### src/rtl/bcd_display_driver.sv
// Two-digit multiplexed seven-segment driver for the BCD adder result.
// Optional feature macro: LEADING_ZERO_BLANK_EN (blank a zero tens digit).
module bcd_display_driver #(
  parameter int REFRESH_DIV = 50000,
  parameter int ACTIVE_LOW  = 1
) (
  input  logic       clk,
  input  logic       reset,
  input  logic       load,
  input  logic [3:0] s1,
  input  logic [3:0] s0,
  output logic [6:0] seg,
  output logic [1:0] an,
  output logic       err
);

  // load is a one-cycle capture strobe with no ready: every edge with load=1
  // captures s1/s0, so back-to-back strobes simply overwrite (last one wins).

  localparam int CNT_W = (REFRESH_DIV > 2) ? $clog2(REFRESH_DIV) : 1;
  localparam logic [CNT_W-1:0] CNT_MAX = CNT_W'(REFRESH_DIV - 1);

  localparam logic [6:0] SEG_ZERO   = 7'b0111111;
  localparam logic [6:0] SEG_ERR    = 7'b1111001;
  localparam logic [6:0] SEG_BLANK  = 7'b0000000;
  localparam logic [1:0] AN_ONES    = 2'b01;
  localparam logic [1:0] AN_TENS    = 2'b10;
  localparam logic [6:0] SEG_RST    = (ACTIVE_LOW != 0) ? ~SEG_ZERO : SEG_ZERO;
  localparam logic [1:0] AN_RST     = (ACTIVE_LOW != 0) ? ~AN_ONES : AN_ONES;

  logic [3:0]       d1_q, d1_d;
  logic [3:0]       d0_q, d0_d;
  logic             err_q, err_d;
  logic [CNT_W-1:0] cnt_q, cnt_d;
  logic             sel_q, sel_d;
  logic [6:0]       seg_q, seg_d;
  logic [1:0]       an_q, an_d;

  logic             wrap;
  logic [3:0]       digit;
  logic [6:0]       seg_raw;
  logic [1:0]       an_raw;

  function automatic logic [6:0] decode_digit(input logic [3:0] d);
    logic [6:0] s;
    case (d)
      4'd0:    s = 7'b0111111;
      4'd1:    s = 7'b0000110;
      4'd2:    s = 7'b1011011;
      4'd3:    s = 7'b1001111;
      4'd4:    s = 7'b1100110;
      4'd5:    s = 7'b1101101;
      4'd6:    s = 7'b1111101;
      4'd7:    s = 7'b0000111;
      4'd8:    s = 7'b1111111;
      4'd9:    s = 7'b1101111;
      default: s = SEG_ERR;
    endcase
    return s;
  endfunction

  // Capture path: the held pair and its validity flag move together.
  always_comb begin
    d1_d  = d1_q;
    d0_d  = d0_q;
    err_d = err_q;
    if (load) begin
      d1_d  = s1;
      d0_d  = s0;
      err_d = (s1 > 4'd9) || (s0 > 4'd9);
    end
  end

  // Scan timing is free-running and independent of load.
  always_comb begin
    wrap  = (cnt_q == CNT_MAX);
    cnt_d = wrap ? '0 : cnt_q + CNT_W'(1);
    sel_d = wrap ? ~sel_q : sel_q;
  end

  // Output path uses the currently held values, so new data shows one edge after capture.
  always_comb begin
    digit   = sel_q ? d1_q : d0_q;
    seg_raw = decode_digit(digit);
`ifdef LEADING_ZERO_BLANK_EN
    if (sel_q && (d1_q == 4'd0) && !err_q) begin
      seg_raw = SEG_BLANK;
    end
`endif
    an_raw = sel_q ? AN_TENS : AN_ONES;
    seg_d  = (ACTIVE_LOW != 0) ? ~seg_raw : seg_raw;
    an_d   = (ACTIVE_LOW != 0) ? ~an_raw : an_raw;
  end

  always_ff @(posedge clk) begin
    if (reset) begin
      d1_q  <= 4'd0;
      d0_q  <= 4'd0;
      err_q <= 1'b0;
      cnt_q <= '0;
      sel_q <= 1'b0;
      seg_q <= SEG_RST;
      an_q  <= AN_RST;
    end else begin
      d1_q  <= d1_d;
      d0_q  <= d0_d;
      err_q <= err_d;
      cnt_q <= cnt_d;
      sel_q <= sel_d;
      seg_q <= seg_d;
      an_q  <= an_d;
    end
  end

  assign seg = seg_q;
  assign an  = an_q;
  assign err = err_q;

endmodule

### config.mk
export PLATFORM = sky130hd
export DESIGN_NAME = bcd_display_driver
export DESIGN_NICKNAME = d
export VERILOG_FILES = /design/src/rtl/bcd_display_driver.sv
export SDC_FILE = /design/constraint.sdc
export NUM_CORES = 1
export LEC_CHECK = 0
export BUFFER_PORTS_ARGS = -buffer_cell sky130_fd_sc_hd__buf_2
export CAP_MARGIN = 5
export CELL_PAD_IN_SITES_DETAIL_PLACEMENT = 2
export CELL_PAD_IN_SITES_GLOBAL_PLACEMENT = 2
export CORE_ASPECT_RATIO = 1.75
export CORE_MARGIN = 2
export CORE_UTILIZATION = 31
export DETAILED_ROUTE_END_ITERATION = 12
export PLACE_DENSITY = 0.71
export SYNTH_ARGS = -nofsm -noshare
export SYNTH_HDL_FRONTEND = slang
export SYNTH_SLANG_ARGS = --single-unit
### constraint.sdc
create_clock -name clk -period 1.6 [get_ports clk]
set_input_delay 0.16 -clock clk [delete_from_list [all_inputs] [get_ports clk]]
set_output_delay 0.16 -clock clk [all_outputs]
set_load 0.02 [all_outputs]
==> impl_metrics.ini, run 1 <==
[die]
core_um2 = 4710
rows = 33
die_h_um = 96.9
dieArea_um2 = 5540
initial_utilization_pct = 32.5
dieWidth_um = 57.1
io_pins = 21

[global_routing]
globalRouteTotalUtil_pct = 17.3
grt_overflow_total = 0
grt_max_degree = 22
grt_pass1_vias = 1505
grt_antenna_before_repair = 0
grt_pass1_wl_mm = 7.35

[clock_network]
cts_buffers = 5
cts_buffer_depth = 2
clk-insertion-delay-late_ns = 0.28
cts_tree = yes
clk_pin_slew_ns = 0.07
cts_htree_levels = 2
clkSinkCount = 35
root_buffer = clkbuf_8

[synthesis]
async_reset_ff_share_pct = 0
synthTopCellsByArea = dfxtp_1 46%, mux2i_1 7.2%, xnor2_1 5.7%
synth_cells = 157
ys_seq_area_share_pct = 45.8
avgSynthCellArea_um2 = 9.75
synth_top_area_cell = dfxtp_1
synthDistinctLibCells = 31
syn-cell-area_um2 = 1530
synth_edf_count = 0
synth_seq_cells = 35
synth.top_cell.area_share_pct = 45.8
yosysWarnings = 0
syn_nets = 174
synth-main-ff-cell = dfxtp_1

[cells_and_area]
drive_above_1_share_pct = 41.1
area_growth_pct = 34.0
final_cell_mix = 30 x dfxtp_1, 24 x buf_4, 20 x buf_2
instances_no_fill = 259
multi_input_area_um2 = 857
diodes = 0
final_nets = 223
nFillCells = 538
seqCellArea_um2 = 707
final_common_cell = dfxtp_1

[power_and_ir_drop]
p_clk_share_pct = 38.5
seqPwrFrac_pct = 50.1
p_sw_uw = 445
p_per_area_nw_per_um2 = 893
pwr-share-comb_pct = 11.4
peakVddDrop_v = 0.000575
intPower_mw = 1.39
switching_share_pct = 24.3
p_leak_nw = 0.835

[timing]
whs_ns = 0.129
setup-violations-final = 16
fmax_ghz = 0.563
layout_setup_ws_ns = -0.177
timing.final.max_slew_violations = 0
slew_headroom_pct = 64.0
tightest_slew_ns = 0.535
hold_violations = 0
period_minus_slack_ns = 1.78
rsz0062_at_grt = yes
fin_worst_skew_ns = 0.00542
post-route-period-util_pct = 111

[detailed_routing]
firstDrtPassIters = 4
viasPerCell = 5.06
num_vias = 1310
postRouteAntennaNets = 0
drcViolationCount = 0
detail_route.wl_per_cell_um = 17.4
drt_iter0_drc = 34
wl_mm = 4.51

[placement]
portBuffers = 20
hpwl_mm = 3.33
place_congestion = 0.791
dp_cells = 248

[job]
maxCapViolations = 0

[worst_setup_path]
slowest_delay_ns = 0.58
cp.buffers_inverters = 0
crit_fanout = 7
critical_path_class = flip-flop to flip-flop
critPathTopFamily = simple AND/OR/NAND/NOR gates
slowest_stage = or4_4
crit_chain = or4b_1 -> or4_4 -> nand2b_4 -> nor2_2
end_kind = flip-flop
start_kind = flip-flop
crit_required_ns = 1.78
critPathArrivalTime_ns = 1.96

[worst_hold_path]
hold_class = input pin to flip-flop

[run_status]
violations = setup timing
run_status = complete, but fails checks
==> Yosys cell counts (all sizes together) (2+ instances only) <==
master and instances:
nor2 32, nor3 5, nand4 4, or4b 2, nand2b 2, xor2 5, xnor2 10, mux2 3
nand3 5, a21oi 4, dfxtp 35, mux2i 11, buf 2, o21ai 4, nand2 6, ha 6
inv 5, clkbuf 3, nor4 5
==> path summary, 6_finish.rpt <==
check,startpoint,to,cells past startpoint,slack [ns]
worst max-delay path,cnt_q[13],cnt_q[14],4,-0.18
worst min-delay path,s1[0],d1_q[0],3,0.13
worst max register to register,cnt_q[13],cnt_q[14],4,-0.18
worst min register to register,d0_q[3],d0_q[3],2,0.50
==> routing by layer <==
metal / GRT usage (%) / wire [um] / vias up
li1: - / - / 637
met1: 16.0 / 1530 / 649
met2: 35.2 / 2830 / 18
met3: 3.21 / 88 / 6
met4: 5.55 / 55 / 0
met5: 0 / 0 / -
==> power groups by stage <==
stage                     Combinational (mW)  Clock (mW)  Sequential (mW)
final                                  0.208       0.705            0.918
after global routing                   0.232       0.774            0.921
after CTS                              0.204       0.725            0.918
after detailed placement               0.195           0            0.937
after global placement                 0.181           0            0.935
after floorplan                       0.0961           0            0.953
==> sequential cells by signal, indices dropped and copies added (netlist names) <==
| signal | count |
|---|---|
| cnt_q | 16 |
| seg | 7 |
| d0_q | 4 |
| d1_q | 4 |
| an | 2 |
| err | 1 |
| sel_q | 1 |
==> worst register-to-register path: cells and delay by family (launching register included) <==
kind             cells  cell delay, ns
flip-flops           1            0.32
AND/OR/NAND/NOR      4            1.35
==> final cells by class <==
type                    count  share of cell area [%]
clock buffers               8                    4.88
inverters                   5                   0.915
multi-input cells         113                    41.8
flip-flops and latches     35                    34.5
well taps                  52                    3.17
repair buffers             46                    14.8
==> per-stage QoR <==
| step | power [mW] | util, % | setup WS, ns | cell area [um^2] | setup TNS [ns] |
|---|---|---|---|---|---|
| 5_1_grt | 1.93 | 43.6 | -0.236 | 2050 | -3.64 |
| 6_report | 1.83 | 43.6 | -0.177 | 2050 | -2.54 |
| 4_1_cts | 1.85 | 42.5 | -0.162 | 2000 | -2.50 |
| 3_3_place_gp | 1.12 | 39.2 | -0.167 | 1840 | -2.87 |
| 2_1_floorplan | 1.05 | - | -0.162 | 1530 | -1.82 |
| 3_5_place_dp | 1.13 | 39.2 | -0.220 | 1840 | -3.72 |
==> timing repair <==
item	CTS	global route
gates cloned	1	0
pin swaps	0	14
hold buffers	0	0
endpoints found under the setup margin	22	22
gates resized for setup	10	12
setup buffers	1	1
==> cell families after synthesis <==
group	count (synthesis)	synth area share [%]
AO/OA/AOI/OAI	13	5.15
XOR/XNOR	15	8.59
adder cells (fa/ha/maj)	6	4.91
buffers and inverters	10	3.52
flip-flops	35	45.8
multiplexers	14	9.40
AND/OR/NAND/NOR	64	22.6
Note: power is estimated with default switching activity, not from simulation.
==> run 2, diff against run 1 <==
Settings changed: CORE_UTILIZATION 31 to 35, PLACE_DENSITY 0.71 to 0.76.
Clock period 1.6 ns to 1.8 ns, I/O delays scaled along.
==> impl_metrics.ini, run 2 (synthesis gave the netlist of run 1 again) <==
[cells_and_area]
instances_no_fill = 240
finalInstanceArea_um2 = 1860
diodes = 0
seqCellArea_um2 = 704
final_common_cell = dfxtp_1
regMostFlops = cnt_q
largest_register_ffs = 16
final_cell_mix = 32 x dfxtp_1, 20 x nor2_1, 20 x buf_2
multi_input_area_um2 = 803
nFillCells = 461
area_growth_pct = 21.4
drive_above_1_share_pct = 31.9
final_nets = 208

[global_routing]
grt_pass1_wl_mm = 6.86
globalRouteTotalUtil_pct = 19.3
grt_pass1_vias = 1427
grt_antenna_before_repair = 0
grt_max_degree = 22
grt_overflow_total = 0

[worst_setup_path]
crit_chain = or4b_4 -> or4_4 -> nand2b_4 -> nor2_1
crit_required_ns = 1.97
crit_start = cnt_q[12]
critical_path_class = flip-flop to flip-flop
path_depth = 4
reg2reg_depth = 4
rr_startpoint = cnt_q[12]
slowest_delay_ns = 0.59
crit_fanout = 8
end_kind = flip-flop
start_kind = flip-flop
cp.buffers_inverters = 0
setup.worst_path.end = cnt_q[3]
slowest_stage = or4_4
r2r_slack_ns = 0.004
rr_endpoint = cnt_q[3]
critPathTopFamily = simple AND/OR/NAND/NOR gates
critPathArrivalTime_ns = 1.97

[clock_network]
cts_htree_levels = 2
root_buffer = clkbuf_8
clkSinkCount = 35
cts_buffers = 5
clk_pin_slew_ns = 0.07
cts_tree = yes
cts_buffer_depth = 2
clk-insertion-delay-late_ns = 0.29

[run_status]
run_status = complete, no violations

[power_and_ir_drop]
p_per_area_nw_per_um2 = 830
p_leak_nw = 0.752
intPower_mw = 1.16
seqPwrFrac_pct = 53.0
switching_share_pct = 24.6
p_sw_uw = 379
peakVddDrop_v = 0.000434
pwr-share-comb_pct = 9.6
p_clk_share_pct = 37.4

[timing]
tightest_slew_ns = 0.439
fin_worst_skew_ns = 0.00913
rsz0062_at_grt = yes
layout_setup_ws_ns = 0.00419
post-route-period-util_pct = 99.8
tns_ns = 0
timing.final.max_slew_violations = 0
fmax_ghz = 0.557
hold_violations = 0
slew_headroom_pct = 70.5
setup-violations-final = 0
period_minus_slack_ns = 1.80

[die]
die_h_um = 91.5
core_um2 = 4190
io_pins = 21
rows = 31
initial_utilization_pct = 36.5
dieWidth_um = 54.0
dieArea_um2 = 4940

[detailed_routing]
drt_iter0_drc = 5
firstDrtPassIters = 3
num_vias = 1262
wl_mm = 4.04
detail_route.wl_per_cell_um = 16.8
viasPerCell = 5.26
postRouteAntennaNets = 0
drcViolationCount = 0

[placement]
portBuffers = 20
place_congestion = 0.752
place_area_um2 = 1740
hpwl_mm = 2.87
dp_cells = 232
pre_cts_ws_ns = -0.0466

[worst_hold_path]
hold_class = input pin to flip-flop

[job]
maxCapViolations = 0
==> run 2: worst min path at each step <==
stage / startpoint / endpoint / slack [ns] / cells past startpoint
2_1_floorplan: s1[1] / d1_q[1] / 0.33 / 2
3_3_place_gp: s1[0] / d1_q[0] / 0.42 / 3
3_5_place_dp: s1[0] / d1_q[0] / 0.45 / 3
4_1_cts: s1[0] / d1_q[0] / 0.14 / 3
5_1_grt: s0[0] / d0_q[0] / 0.14 / 3
6_report: s1[0] / d1_q[0] / 0.14 / 3
==> run 2: metal layers <==
metal | up-vias | wire length, um | GRT usage (%)
li1 | 603 | - | -
met1 | 626 | 1390 | 17.9
met2 | 23 | 2450 | 37.0
met3 | 10 | 99 | 4.61
met4 | 0 | 103 | 7.71
met5 | - | 0 | 0
==> run 2: worst min-delay path: stages <==
cell and delay [ns]:
buf_2 0.07, mux2i_1 0.05, nor2_1 0.08
==> run 2: stage by stage <==
| step | hold WS (ns) | total power [mW] | util (%) |
|---|---|---|---|
| final | 0.138 | 1.54 | 44.4 |
| after global routing | 0.143 | 1.63 | 44.4 |
| after CTS | 0.141 | 1.57 | 44.1 |
| after detailed placement | 0.445 | 0.982 | 41.5 |
| after global placement | 0.422 | 0.973 | 41.5 |
| after floorplan | 0.327 | 0.933 | - |
==> run 2: what timing repair did <==
action                                  4_1_cts  5_1_grt
hold buffers                                  0        0
cloned                                        1        0
resized for setup                             4        4
buffers inserted                              0        0
pin swaps                                     1        2
endpoints found under the setup margin       15        7
==> run 2: final cells by class <==
cell class / instances / area share (%)
clock inverters: 1 / 0.269
well taps: 49 / 3.30
clock buffers: 6 / 4.44
multi-input cells: 113 / 43.2
flip-flops and latches: 35 / 37.9
repair buffers: 31 / 9.83
inverters: 5 / 1.01
==> run 2: power groups by stage <==
stage          logic [mW]  clock network [mW]  registers, mW
2_1_floorplan      0.0857                   0          0.848
4_1_cts             0.152               0.605          0.817
5_1_grt             0.166               0.643          0.821
6_report            0.148               0.577          0.817
3_3_place_gp        0.140                   0          0.833
3_5_place_dp        0.147                   0          0.835
